`src/rtl/nes_mapper_pkg.sv`:
```
// rtl/nes_mapper_pkg.sv - shared types and constants for the NES MMC1 CPU-side mapper
package nes_mapper_pkg;

  typedef enum logic [1:0] {
    MIRROR_ONE_LOW  = 2'd0,
    MIRROR_ONE_HIGH = 2'd1,
    MIRROR_VERTICAL = 2'd2,
    MIRROR_HORIZ    = 2'd3
  } mirroring_e;

  typedef enum logic [1:0] {
    REG_CONTROL = 2'd0,
    REG_CHR0    = 2'd1,
    REG_CHR1    = 2'd2,
    REG_PRG     = 2'd3
  } mmc1_reg_e;

  localparam logic [1:0] PRG_MODE_32K_0     = 2'd0;
  localparam logic [1:0] PRG_MODE_32K_1     = 2'd1;
  localparam logic [1:0] PRG_MODE_FIX_FIRST = 2'd2;
  localparam logic [1:0] PRG_MODE_FIX_LAST  = 2'd3;

  localparam logic [4:0] CONTROL_RESET = 5'h0C;

endpackage

```
`src/rtl/mmc1_shift_reg.sv`:
```
// rtl/mmc1_shift_reg.sv - MMC1 serial port: 5-bit LSB-first shifter with write filter
module mmc1_shift_reg
  import nes_mapper_pkg::*;
(
  input  logic       clk,
  input  logic       reset,
  input  logic       rom_wr,
  input  logic       bit_in,
  input  logic       clear_in,
  output logic       load,
  output logic [4:0] load_value,
  output logic       ctrl_reset
);

  logic [4:0] shift;
  logic [2:0] count;
  logic       filter;
  logic       accept;
  logic       unused_shift_lsb;

  // A write directly following another ROM write is the second half of a
  // read-modify-write instruction and must not shift again.
  assign accept     = rom_wr && !filter;
  assign ctrl_reset = accept && clear_in;
  assign load       = accept && !clear_in && (count == 3'd4);
  assign load_value = {bit_in, shift[4:1]};

  assign unused_shift_lsb = shift[0];

  always_ff @(posedge clk) begin
    if (reset) begin
      shift  <= 5'd0;
      count  <= 3'd0;
      filter <= 1'b0;
    end else begin
      filter <= rom_wr;
      if (accept) begin
        if (clear_in || count == 3'd4) begin
          shift <= 5'd0;
          count <= 3'd0;
        end else begin
          shift <= {bit_in, shift[4:1]};
          count <= count + 3'd1;
        end
      end
    end
  end

endmodule

```
`src/rtl/mmc1_cpu_mapper.sv`:
```
// rtl/mmc1_cpu_mapper.sv - MMC1 CPU address decode, bank registers and PRG/CHR mapping
module mmc1_cpu_mapper
  import nes_mapper_pkg::*;
#(
  parameter int PRG_BANKS  = 8,
  parameter int PRG_ADDR_W = 14 + $clog2(PRG_BANKS)
) (
  input  logic                  clk,
  input  logic                  reset,
  input  logic                  WE,
  input  logic [15:0]           addr,
  input  logic [7:0]            data_in,
  input  logic [7:0]            CPU_RAM_out,
  input  logic [7:0]            PRG_ROM_out,
  input  logic [7:0]            PRG_RAM_out,
  input  logic [7:0]            vram_data_out,
  output logic [7:0]            data_out,
  output logic                  CPU_RAM_WE,
  output logic                  PRG_RAM_WE,
  output logic                  vram_WE,
  output logic [10:0]           CPU_RAM_addr,
  output logic [12:0]           PRG_RAM_addr,
  output logic [PRG_ADDR_W-1:0] PRG_ROM_addr,
  output logic [2:0]            ppu_reg_addr,
  output logic                  ppu_reg_cs,
  output logic [1:0]            mirroring,
  output logic [4:0]            chr_bank0,
  output logic [4:0]            chr_bank1
);

  localparam int         BANK_W    = PRG_ADDR_W - 14;
  localparam logic [3:0] LAST_BANK = 4'(PRG_BANKS - 1);

  logic [4:0] control;
  logic [4:0] chr0;
  logic [4:0] chr1;
  logic [4:0] prg;

  logic       sel_cpu_ram;
  logic       sel_ppu;
  logic       sel_prg_ram;
  logic       sel_prg_rom;
  logic       prg_ram_en;
  logic       rom_wr;
  logic       load;
  logic [4:0] load_value;
  logic       ctrl_reset;
  logic [3:0] bank_full;
  logic       unused_hi_bits;

  assign sel_cpu_ram = (addr[15:13] == 3'b000);
  assign sel_ppu     = (addr[15:13] == 3'b001);
  assign sel_prg_ram = (addr[15:13] == 3'b011);
  assign sel_prg_rom = addr[15];
  assign prg_ram_en  = !prg[4];
  assign rom_wr      = WE && sel_prg_rom;

  assign unused_hi_bits = ^{data_in[6:1], bank_full};

  mmc1_shift_reg u_shift (
    .clk        (clk),
    .reset      (reset),
    .rom_wr     (rom_wr),
    .bit_in     (data_in[0]),
    .clear_in   (data_in[7]),
    .load       (load),
    .load_value (load_value),
    .ctrl_reset (ctrl_reset)
  );

  always_ff @(posedge clk) begin
    if (reset) begin
      control <= CONTROL_RESET;
      chr0    <= 5'd0;
      chr1    <= 5'd0;
      prg     <= 5'd0;
    end else if (ctrl_reset) begin
      control <= control | CONTROL_RESET;
    end else if (load) begin
      case (mmc1_reg_e'(addr[14:13]))
        REG_CONTROL: control <= load_value;
        REG_CHR0:    chr0    <= load_value;
        REG_CHR1:    chr1    <= load_value;
        default:     prg     <= load_value;
      endcase
    end
  end

  always_comb begin
    bank_full = {prg[3:1], addr[14]};
    case (control[3:2])
      PRG_MODE_FIX_FIRST: bank_full = addr[14] ? prg[3:0] : 4'd0;
      PRG_MODE_FIX_LAST:  bank_full = addr[14] ? LAST_BANK : prg[3:0];
      default:            bank_full = {prg[3:1], addr[14]};
    endcase
  end

  assign PRG_ROM_addr = {bank_full[BANK_W-1:0], addr[13:0]};
  assign CPU_RAM_addr = addr[10:0];
  assign PRG_RAM_addr = addr[12:0];
  assign ppu_reg_addr = addr[2:0];
  assign ppu_reg_cs   = !sel_ppu;

  // ROM-region writes go only to the serial port, so PRG-ROM has no enable.
  assign CPU_RAM_WE = WE && sel_cpu_ram;
  assign vram_WE    = WE && sel_ppu;
  assign PRG_RAM_WE = WE && sel_prg_ram && prg_ram_en;

  always_comb begin
    data_out = 8'h00;
    if (sel_cpu_ram)                    data_out = CPU_RAM_out;
    else if (sel_ppu)                   data_out = vram_data_out;
    else if (sel_prg_ram && prg_ram_en) data_out = PRG_RAM_out;
    else if (sel_prg_rom)               data_out = PRG_ROM_out;
  end

  assign mirroring = mirroring_e'(control[1:0]);
  assign chr_bank0 = control[4] ? chr0 : {chr0[4:1], 1'b0};
  assign chr_bank1 = control[4] ? chr1 : {chr0[4:1], 1'b1};

endmodule
```
`config.mk`:
```
export PLATFORM = sky130hd
export DESIGN_NAME = mmc1_cpu_mapper
export DESIGN_NICKNAME = d
export VERILOG_FILES = /design/src/rtl/nes_mapper_pkg.sv /design/src/rtl/mmc1_shift_reg.sv /design/src/rtl/mmc1_cpu_mapper.sv
export SDC_FILE = /design/constraint.sdc
export NUM_CORES = 1
export LEC_CHECK = 0
export CAP_MARGIN = 20
export CORE_ASPECT_RATIO = 1.4
export CORE_MARGIN = 5
export CORE_UTILIZATION = 45
export DETAILED_ROUTE_END_ITERATION = 6
export DONT_BUFFER_PORTS = 1
export PLACE_DENSITY = 0.57
export SYNTH_ARGS = -nofsm -noshare
export SYNTH_HDL_FRONTEND = slang
export SYNTH_SLANG_ARGS = --single-unit
```
`constraint.sdc`:
```
create_clock -name clk -period 2.1 [get_ports clk]
set_input_delay 0.42 -clock clk [delete_from_list [all_inputs] [get_ports clk]]
set_output_delay 0.42 -clock clk [all_outputs]
set_load 0.1 [all_outputs]
```
==> results_dict.tcl <==
set metrics [dict create \
    initial_core_util_pct 45.9 \
    numCtsBuffers 3 \
    yosysWarnings 0 \
    endpoint "data_out[1]" \
    yosysSeqAreaShare_pct 28.2 \
    io_pins 127 \
    synth_area_um2 1920 \
    cts_sinks 27 \
    final_cell_mix "nand2b_1 (26), dfxtp_1 (26), a21oi_1 (17), buf_4 (17), nor2_1 (16)" \
    track_usage_pct 15.9 \
    fin_hold_ws_ps 206 \
    place_congestion 0.771 \
    worstPathArrival_ps 1570 \
    critPathLaunchType "flop" \
    p_int_uw 767 \
    finalWorstSetupSlack_ps 113 \
    slew_violations 0 \
    fin_crit_sh_pct 94.6 \
    rsz0062_at_grt "no" \
    fin_util_pct 51.0 \
    overflow 0 \
    min_path_type "input port to flop" \
    first_global_vias 1612 \
    timing.fmax_ghz 0.503 \
    setup_viol 0 \
    outcome "complete, no violations" \
    synth_area_leaders "dfxtp_1 (28%), buf_4 (19%), nand2b_1 (8.5%)" \
    p_clk_share_pct 25.4 \
    numPortBuffers 0 \
    wl_per_cell_um 17.8 \
    drive_gt1_share_pct 27.0 \
    finalSetupTns_ps 0 \
    critical_path_class "flop to output pin" \
    chipWidth_um 65.1 \
    final.setup_skew_ps 2.86 \
    rr_worst_depth 5 \
    synth_cell_type_count 34 \
    grt_max_degree 31 \
    synth_top_area_share_pct 28.2 \
    drtIter0Drc 79 \
    power_density_nw_per_um2 540 \
    avgSynthCellArea_um2 8.08 \
    synth_edf_count 0 \
    h-tree-depth 1 \
    worstReg2RegEnd "prg[4]$_SDFFE_PP0P_" \
    synth-seq-cells 27 \
    hold_buffers 0 \
    syn_nets 298 \
    cap_violations 0 \
    diodes 0 \
    insertion_delay_ps 270 \
    seqPwrFrac_pct 45.1 \
    rr_startpoint "u_shift.count[0]$_SDFFE_PP0N_" \
    row_count 28 \
    synth.largest_area_cell "dfxtp_1" \
    die_y_um 87.2 \
    ant_nets 0 \
    cp_max_fo 8 \
    routed_wl_um 4550 \
    max-vdd-ir-drop_mv 0.278 \
    grt_pass1_wl_um 7200 \
    hpwlAfterDp_um 3650 \
    first_pass_iters 4 \
    min_period_ps 1990 \
    switching_share_pct 33.2 \
    end_kind "output pin" \
    path_clk_slew_ps 90 \
    worstMarginPinSlew_ps 506 \
    clk_path_buf_depth 2 \
    cts_tree "built" \
    antenna_found_initial 0 \
    areaGrowthSynthToFinish_pct 11.0 \
    dieArea_um2 5680 \
    slew_headroom_pct 66.1 \
    pwr-share-comb_pct 29.5 \
    cts-root-buf "clkbuf_8" \
    fillCellCount 377 \
    regToRegSetupSlack_ps 430 \
    drc 0 \
    core-area_um2 4170 \
    nNetsFinal 273 \
    p_leak_uw 0.000802 \
    ys.flop_type "dfxtp_1" \
    p_switching_uw 381 \
    crit_start "prg[4]$_SDFFE_PP0P_" \
    worst_ep_required_time_ps 1680 \
    syn_inst 237 \
    hold_viol 0 \
    async_reset_ff_share_pct 0 \
    post-place-ws_ps -403 \
    vias 1578 \
    avgViaCountPerCell 6.16 \
]
## flip-flops by register name, indices dropped and copies added, names as in the netlist
register and count:
chr1 5, prg 4, u_shift.filter 1, u_shift.count 3, u_shift.shift 4, chr0 5, control 5
## worst min-delay path by stage
stage | to | start | slack (ps) | depth (start not counted)
2_1_floorplan | chr1[0]$_SDFFE_PP0P_ | chr1[0]$_SDFFE_PP0P_ | 440 | 2
3_3_place_gp | chr0[0]$_SDFFE_PP0P_ | chr0[0]$_SDFFE_PP0P_ | 450 | 2
3_5_place_dp | chr0[0]$_SDFFE_PP0P_ | chr0[0]$_SDFFE_PP0P_ | 460 | 2
4_1_cts | chr0[2]$_SDFFE_PP0P_ | reset | 200 | 1
5_1_grt | chr0[2]$_SDFFE_PP0P_ | reset | 190 | 1
6_report | chr0[2]$_SDFFE_PP0P_ | reset | 210 | 1
## worst max-delay path, cell delays in order (launching register included)
cell and delay, ps:
dfxtp_2 360, nor4bb_4 50, buf_4 160, a222oi_1 490, nor2_4 60, buf_12 180
## power groups by stage
stage               Sequential (uW)  Combinational (uW)  Clock (uW)
global placement                529                 333           0
global route                    518                 350         328
floorplan                       528                 626           0
detailed placement              529                 337           0
CTS                             517                 340         303
finish                          517                 338         292
## cells by family (layout without fill, tap and decap cells)
kind of cell,count (synthesis),in the layout,share of synthesized area (%)
flops,27,27,28.2
mux,13,13,7.05
simple gates,89,89,26.9
fa+ha+maj,2,2,1.31
buf+inv,64,38,22.3
compound gates,42,42,14.2
## repair_timing
action	in CTS	in global routing
pin swaps	1	2
resized for setup	2	1
setup buffers	0	1
setup endpoints to repair	8	8
## per-stage QoR
stage          power [uW]  std cells  instance area, um2
3_3_place_gp          862        251                2060
5_1_grt              1200        256                2130
6_report             1150        256                2130
2_1_floorplan        1150        237                2020
3_5_place_dp          867        251                2060
4_1_cts              1160        255                2120
## cell type report
cell class	instances	area [um2]	share of cell area, %
tap	45	56.3	2.65
inverter	3	11.3	0.530
sequential	27	542	25.5
timing repair buffer	31	408	19.2
multi-input combinational	146	1060	50.0
clock buffer	4	45.0	2.12
## routing by layer
| layer | up-vias | track usage, % | routed length, um |
|---|---|---|---|
| li1 | 731 | - | - |
| met1 | 738 | 15.1 | 1600 |
| met2 | 103 | 31.2 | 2430 |
| met3 | 6 | 5.04 | 472 |
| met4 | 0 | 5.66 | 55 |
| met5 | - | 0 | 0 |
## synth_stat cells, drive strengths merged (3+ instances only)
cell     n
a21oi   17
a222oi   8
a32oi    5
buf     54
clkbuf   7
dfxtp   27
inv      3
mux2     4
mux2i    9
nand2    4
nand2b  26
nand3    8
nand4    5
nor2    28
o21ai   11
Power figures use the tool's default switching activity.
